## config.mk

```make
export PLATFORM = sky130hd
export DESIGN_NAME = split_engine
export DESIGN_NICKNAME = d
export VERILOG_FILES = /design/src/rtl/graph_isa_pkg.sv /design/src/rtl/split_engine.sv
export SDC_FILE = /design/constraint.sdc
export NUM_CORES = 1
export LEC_CHECK = 0
export ABC_AREA = 1
export BUFFER_PORTS_ARGS = -buffer_cell sky130_fd_sc_hd__buf_2
export CORE_MARGIN = 8
export CORE_UTILIZATION = 50
export DETAILED_ROUTE_END_ITERATION = 7
export PLACE_DENSITY = 0.68
export SLEW_MARGIN = 30
export SYNTH_ARGS = -nofsm -noshare
export SYNTH_HDL_FRONTEND = slang
export SYNTH_SLANG_ARGS = --single-unit
```

## constraint.sdc

```tcl
create_clock -name clk -period 22.2 [get_ports clk]
set_input_delay 6.66 -clock clk [delete_from_list [all_inputs] [get_ports clk]]
set_output_delay 6.66 -clock clk [all_outputs]
set_load 0.01 [all_outputs]
```

## src/rtl/graph_isa_pkg.sv

```systemverilog
`default_nettype none
// ============================================================================
// Module   : graph_isa_pkg
// Purpose  : Shared graph-ISA definitions: the split opcode and the layout
//            of a split command as captured by split_engine.
// Ports    : none (package)
// Revision : 1.0 - initial release
// ============================================================================
package graph_isa_pkg;

  // Opcode assigned to the last-dimension split (inverse concat) operation.
  localparam logic [7:0] c_SPLIT_OPCODE = 8'h0B;

  // Command fields, all byte-granular.
  typedef struct packed {
    logic [15:0] src_base;
    logic [15:0] dst0_base;
    logic [15:0] dst1_base;
    logic [15:0] dst0_row_len;
    logic [15:0] dst1_row_len;
    logic [15:0] num_rows;
  } split_cmd_t;

endpackage
`default_nettype wire

```

## src/rtl/split_engine.sv

```systemverilog
`default_nettype none
// ============================================================================
// Module   : split_engine
// Purpose  : Splits each packed source row of (L0+L1) bytes into a dst0 row
//            (first L0 bytes) and a dst1 row (last L1 bytes), one byte per
//            read/write cycle pair on a single SRAM port pair.
// Ports    : clk, rst_n (async, active-low)
//            cmd_valid + cmd_* fields  - command, accepted only when idle
//            sram_rd_en/addr, sram_rd_data - read port (data one cycle later)
//            sram_wr_en/addr/data      - write port
//            busy - not idle; done - one-cycle pulse at completion
// Revision : 1.0 - initial release
// ============================================================================
module split_engine
  import graph_isa_pkg::*;
#(
  parameter int SRAM0_AW = 16
) (
  input  logic                clk,
  input  logic                rst_n,
  input  logic                cmd_valid,
  input  logic [15:0]         cmd_src_base,
  input  logic [15:0]         cmd_dst0_base,
  input  logic [15:0]         cmd_dst1_base,
  input  logic [15:0]         cmd_dst0_row_len,
  input  logic [15:0]         cmd_dst1_row_len,
  input  logic [15:0]         cmd_num_rows,
  output logic                sram_rd_en,
  output logic [SRAM0_AW-1:0] sram_rd_addr,
  input  logic [7:0]          sram_rd_data,
  output logic                sram_wr_en,
  output logic [SRAM0_AW-1:0] sram_wr_addr,
  output logic [7:0]          sram_wr_data,
  output logic                busy,
  output logic                done
);

  typedef enum logic [2:0] {
    SP_IDLE      = 3'd0,
    SP_COPY_DST0 = 3'd1,
    SP_COPY_DST1 = 3'd2,
    SP_NEXT_ROW  = 3'd3,
    SP_DONE      = 3'd4
  } sp_state_e;

  sp_state_e   r_state;
  split_cmd_t  r_cmd;
  logic [16:0] r_rowlen;   // L0+L1, one bit wider so it cannot wrap
  logic [15:0] r_row;
  logic [15:0] r_byte;
  logic        r_phase;    // 0 = read cycle, 1 = write cycle
  logic        r_busy;
  logic        r_done;

  // Row entry: skip empty segments so they cost no cycles.
  function automatic sp_state_e f_first_seg(input logic [15:0] l0,
                                            input logic [15:0] l1);
    if (l0 != 16'd0)      return SP_COPY_DST0;
    else if (l1 != 16'd0) return SP_COPY_DST1;
    else                  return SP_NEXT_ROW;
  endfunction

  always_ff @(posedge clk or negedge rst_n) begin
    if (!rst_n) begin
      r_state  <= SP_IDLE;
      r_cmd    <= '0;
      r_rowlen <= '0;
      r_row    <= '0;
      r_byte   <= '0;
      r_phase  <= 1'b0;
      r_busy   <= 1'b0;
      r_done   <= 1'b0;
    end else begin
      case (r_state)
        SP_IDLE: begin
          if (cmd_valid) begin
            r_cmd.src_base     <= cmd_src_base;
            r_cmd.dst0_base    <= cmd_dst0_base;
            r_cmd.dst1_base    <= cmd_dst1_base;
            r_cmd.dst0_row_len <= cmd_dst0_row_len;
            r_cmd.dst1_row_len <= cmd_dst1_row_len;
            r_cmd.num_rows     <= cmd_num_rows;
            r_rowlen <= {1'b0, cmd_dst0_row_len} + {1'b0, cmd_dst1_row_len};
            r_row    <= '0;
            r_byte   <= '0;
            r_phase  <= 1'b0;
            r_busy   <= 1'b1;
            if (cmd_num_rows == 16'd0) begin
              r_state <= SP_DONE;
              r_done  <= 1'b1;
            end else begin
              r_state <= f_first_seg(cmd_dst0_row_len, cmd_dst1_row_len);
            end
          end
        end

        SP_COPY_DST0: begin
          if (!r_phase) begin
            r_phase <= 1'b1;
          end else begin
            r_phase <= 1'b0;
            if (16'(r_byte + 16'd1) == r_cmd.dst0_row_len) begin
              r_byte  <= '0;
              r_state <= (r_cmd.dst1_row_len != 16'd0) ? SP_COPY_DST1 : SP_NEXT_ROW;
            end else begin
              r_byte <= r_byte + 16'd1;
            end
          end
        end

        SP_COPY_DST1: begin
          if (!r_phase) begin
            r_phase <= 1'b1;
          end else begin
            r_phase <= 1'b0;
            if (16'(r_byte + 16'd1) == r_cmd.dst1_row_len) begin
              r_byte  <= '0;
              r_state <= SP_NEXT_ROW;
            end else begin
              r_byte <= r_byte + 16'd1;
            end
          end
        end

        SP_NEXT_ROW: begin
          r_row   <= r_row + 16'd1;
          r_byte  <= '0;
          r_phase <= 1'b0;
          if (16'(r_row + 16'd1) == r_cmd.num_rows) begin
            r_state <= SP_DONE;
            r_done  <= 1'b1;
          end else begin
            r_state <= f_first_seg(r_cmd.dst0_row_len, r_cmd.dst1_row_len);
          end
        end

        SP_DONE: begin
          r_state <= SP_IDLE;
          r_busy  <= 1'b0;
          r_done  <= 1'b0;
        end

        default: begin
          r_state <= SP_IDLE;
          r_busy  <= 1'b0;
          r_done  <= 1'b0;
        end
      endcase
    end
  end

  // Address generation from registered fields; all sums wrap at SRAM0_AW.
  logic                w_copy0;
  logic                w_copy1;
  logic [32:0]         w_src_row_off;
  logic [31:0]         w_dst0_row_off;
  logic [31:0]         w_dst1_row_off;
  logic [SRAM0_AW-1:0] w_src_addr;
  logic [SRAM0_AW-1:0] w_dst_addr;

  assign w_copy0        = (r_state == SP_COPY_DST0);
  assign w_copy1        = (r_state == SP_COPY_DST1);
  assign w_src_row_off  = 33'(r_row) * 33'(r_rowlen);
  assign w_dst0_row_off = 32'(r_row) * 32'(r_cmd.dst0_row_len);
  assign w_dst1_row_off = 32'(r_row) * 32'(r_cmd.dst1_row_len);

  // In the dst1 phase the source pointer skips past the dst0 slice of the row.
  assign w_src_addr = SRAM0_AW'(r_cmd.src_base) + SRAM0_AW'(w_src_row_off)
                    + (w_copy1 ? SRAM0_AW'(r_cmd.dst0_row_len) : '0)
                    + SRAM0_AW'(r_byte);

  assign w_dst_addr = w_copy0
                    ? SRAM0_AW'(r_cmd.dst0_base) + SRAM0_AW'(w_dst0_row_off) + SRAM0_AW'(r_byte)
                    : SRAM0_AW'(r_cmd.dst1_base) + SRAM0_AW'(w_dst1_row_off) + SRAM0_AW'(r_byte);

  // Read data arrives in the write cycle, so it is forwarded straight through.
  assign sram_rd_en   = (w_copy0 | w_copy1) & ~r_phase;
  assign sram_wr_en   = (w_copy0 | w_copy1) &  r_phase;
  assign sram_rd_addr = sram_rd_en ? w_src_addr : '0;
  assign sram_wr_addr = sram_wr_en ? w_dst_addr : '0;
  assign sram_wr_data = sram_wr_en ? sram_rd_data : 8'h00;

  assign busy = r_busy;
  assign done = r_done;

endmodule
`default_nettype wire
```

==> results.yml <==
pwr:
  clock_power_share_pct: 11.1
  internal_power_mw: 1.18
  power_mw: 2.74
  irDropWorstVdd_v: 0.000110
  p_sw_mw: 1.55
  power.share.sequential_pct: 22.9
  swShare_pct: 56.7
  p_leak_nw: 15.8
  power_frac_comb_pct: 66.0
  cellPowerDensity_nw_per_um2: 103
clock_network:
  numCtsBuffers: 17
  cts_hold_buf: 0
  htree_levels: 4
  cts_root_buf: "clkbuf_16"
  clk_pin_slew_ps: 70
  cts_resized: 0
  max-clock-path-buffers: 2
  post-cts-setup-buffers: 0
  tritoncts: "built"
  clock_sinks: 150
  clk_latency_ps: 490
logic_synthesis:
  synthTopCellsByArea: "fa_1, dfrtp_1, nand2_1"
  ys.flop_type: "dfrtp_1"
  yosysWarningCount: 0
  synthCells: 3442
  synth_cell_types: 50
  syn_nets: 4060
  avgSynthCellArea_um2: 7.15
  yosysTopAreaCellShare_pct: 27.6
  async_flop_share_pct: 100
  synth_edf_count: 0
  synth_top_cell_by_area: "fa_1"
  netlist_area_um2: 24600
  ys_ff_latch: 150
  seq_area_frac_synth_pct: 15.3
sta:
  final_max_slew_viol_count: 0
  relSlewSlack_pct: 30.1
  clock_skew_ps: 13.4
  rsz0062_at_grt: "false"
  setup_viol: 0
  hold_slack_ps: 487
  hold_viol_final: 0
  tns_ps: 0
  tightest_slew_ps: 1050
  clock.fmax_ghz: 0.0731
  setup_ws_ps: 8510
  post-route-min-period_ps: 13690
  post-route-period-util_pct: 61.7
global_routing:
  grt_pass1_vias: 20900
  grt_use_total_pct: 26.1
  grt_pass1_wl_um: 115000
  overflow: 0
  antenna_found_initial: 1
  grt_max_degree: 103
floorplan:
  pin_count: 151
  die_w_um: 238
  die_area_um2: 56500
  die_h_um: 238
  initial_utilization_pct: 50.5
  core_area_um2: 48700
  num_rows: 81
detailed_routing:
  avgRoutedWirePerCell_um: 17.1
  ant_nets: 0
  drc: 0
  wl_um: 71300
  vias_per_cell: 5.04
  first_pass_iters: 6
  drtIter0Drc: 1709
  num_vias: 21000
place:
  numPortBuffers: 150
  place_ws_ps: 8510
  dp_hpwl_um: 55200
  gp_congestion: 0.975
  place_area_um2: 25900
worst_setup_path:
  worstSetupStartpointType: "input port"
  worstSetupEndpointType: "primary output"
  path_class: "input port to primary output"
  path_max_fanout: 1
  arrival_ps: 7030
  cp_data_required_time_ps: 15540
outcome:
  outcome: "finished, final reports clean"
finish:
  synthToLayoutAreaGrowth_pct: 7.53
  fin_nets: 4120
  diodes: 0
  drive_gt1_share_pct: 7.74
  design_area_um2: 26400
flow_run:
  maxCapViolations: 0
worst_hold_path:
  hp-class: "flop to flop"
==> final timing paths <==
path                                             start                    end  slack [ps]  cells after the start
worst max-delay path                   sram_rd_data[1]        sram_wr_data[1]        8510                      4
max in group asynchronous                        rst_n  r_cmd[55]$_DFFE_PN0P_       14800                      2
worst max register to register  r_state[2]$_DFFE_PN0P_  r_byte[7]$_DFFE_PN0P_       18560                     10
worst min-delay path             r_cmd[35]$_DFFE_PN0P_  r_cmd[35]$_DFFE_PN0P_         490                      2
min in group asynchronous                        rst_n  r_cmd[14]$_DFFE_PN0P_        6250                      1
worst min register to register   r_cmd[35]$_DFFE_PN0P_  r_cmd[35]$_DFFE_PN0P_         490                      2
==> critical path, cell delays in order <==
cell	delay [ps]
buf_2	70
inv_1	40
nor2_1	90
buf_2	170
==> power groups by stage <==
| stage | registers [mW] | clock network [mW] | logic [mW] |
|---|---|---|---|
| after floorplan | 0.438 | 0 | 1.39 |
| after global placement | 0.620 | 0 | 1.78 |
| after detailed placement | 0.619 | 0 | 1.81 |
| after CTS | 0.614 | 0.308 | 1.82 |
| after global routing | 0.632 | 0.318 | 2.09 |
| final | 0.626 | 0.303 | 1.81 |
==> cell usage in the layout (no fill, tap or decap), drive strengths merged, types with 4 or more instances in the layout <==
cell type  Yosys  layout
xor2          40      40
clkinv         3       7
clkbuf        88      17
or2            6       6
dfrtp        150     150
buf           47     176
inv          966     975
o21ai        143     143
nand4         22      22
o22ai         13      13
nor4          14      14
o31ai          4       4
nor2         117     117
nand2       1005    1005
xnor3          6       6
ha           172     172
o2111ai        4       4
nand3        143     143
nand3b        18      18
xnor2         32      32
nor3          21      21
fa           339     339
a21oi         75      75
==> stage by stage <==
stage / utilization (%) / std cells
2_1_floorplan: - / 3442
4_1_cts: 54.2 / 4179
6_report: 54.3 / 4179
5_1_grt: 54.3 / 4179
3_3_place_gp: 53.0 / 4147
3_5_place_dp: 53.0 / 4147
==> registers in the layout, summed over array words and instances (netlist names) <==
register	count
r_phase	1
r_byte	16
done	1
r_row	16
r_state	3
r_cmd	96
r_rowlen	16
busy	1
==> kinds of logic after synthesis <==
kind of cell | after synthesis | share of synthesized area (%)
AND/OR/NAND/NOR | 1349 | 22.8
buffers and inverters | 1104 | 17.0
adder cells (fa/ha/maj) | 511 | 36.3
AO/OA/AOI/OAI | 250 | 5.51
flip-flops | 150 | 15.3
XOR/XNOR | 78 | 3.11
==> per-layer routing <==
layer / vias up / part of all wire, % / track usage (%)
li1: 10100 / - / -
met1: 9992 / 44 / 35.9
met2: 828 / 44 / 41.1
met3: 99 / 8.9 / 5.00
met4: 0 / 3.2 / 8.26
met5: - / 0 / 0
==> cells in the mapped netlist (5+ instances only) <==
cell type,instances
a21oi_1,74
buf_1,32
buf_2,12
clkbuf_1,87
dfrtp_1,150
fa_1,339
ha_1,172
inv_1,961
inv_2,5
nand2_1,982
nand2_2,22
nand3_1,138
nand3_2,5
nand3b_1,18
nand4_1,22
nor2_1,107
nor2_2,5
nor2_4,5
nor3_1,19
nor4_1,14
o21ai_0,131
o21ai_2,8
o22ai_1,13
or2_2,5
xnor2_1,32
xnor3_1,6
xor2_1,40
==> cell type report <==
class,count,area [um2]
well taps,664,831
flip-flops and latches,150,3760
inverters,969,3640
clock buffers,17,425
repair buffers,176,960
multi-input cells,2188,16700
fillers,4797,22300
clock inverters,15,164
(Power assumes the default switching activity.)
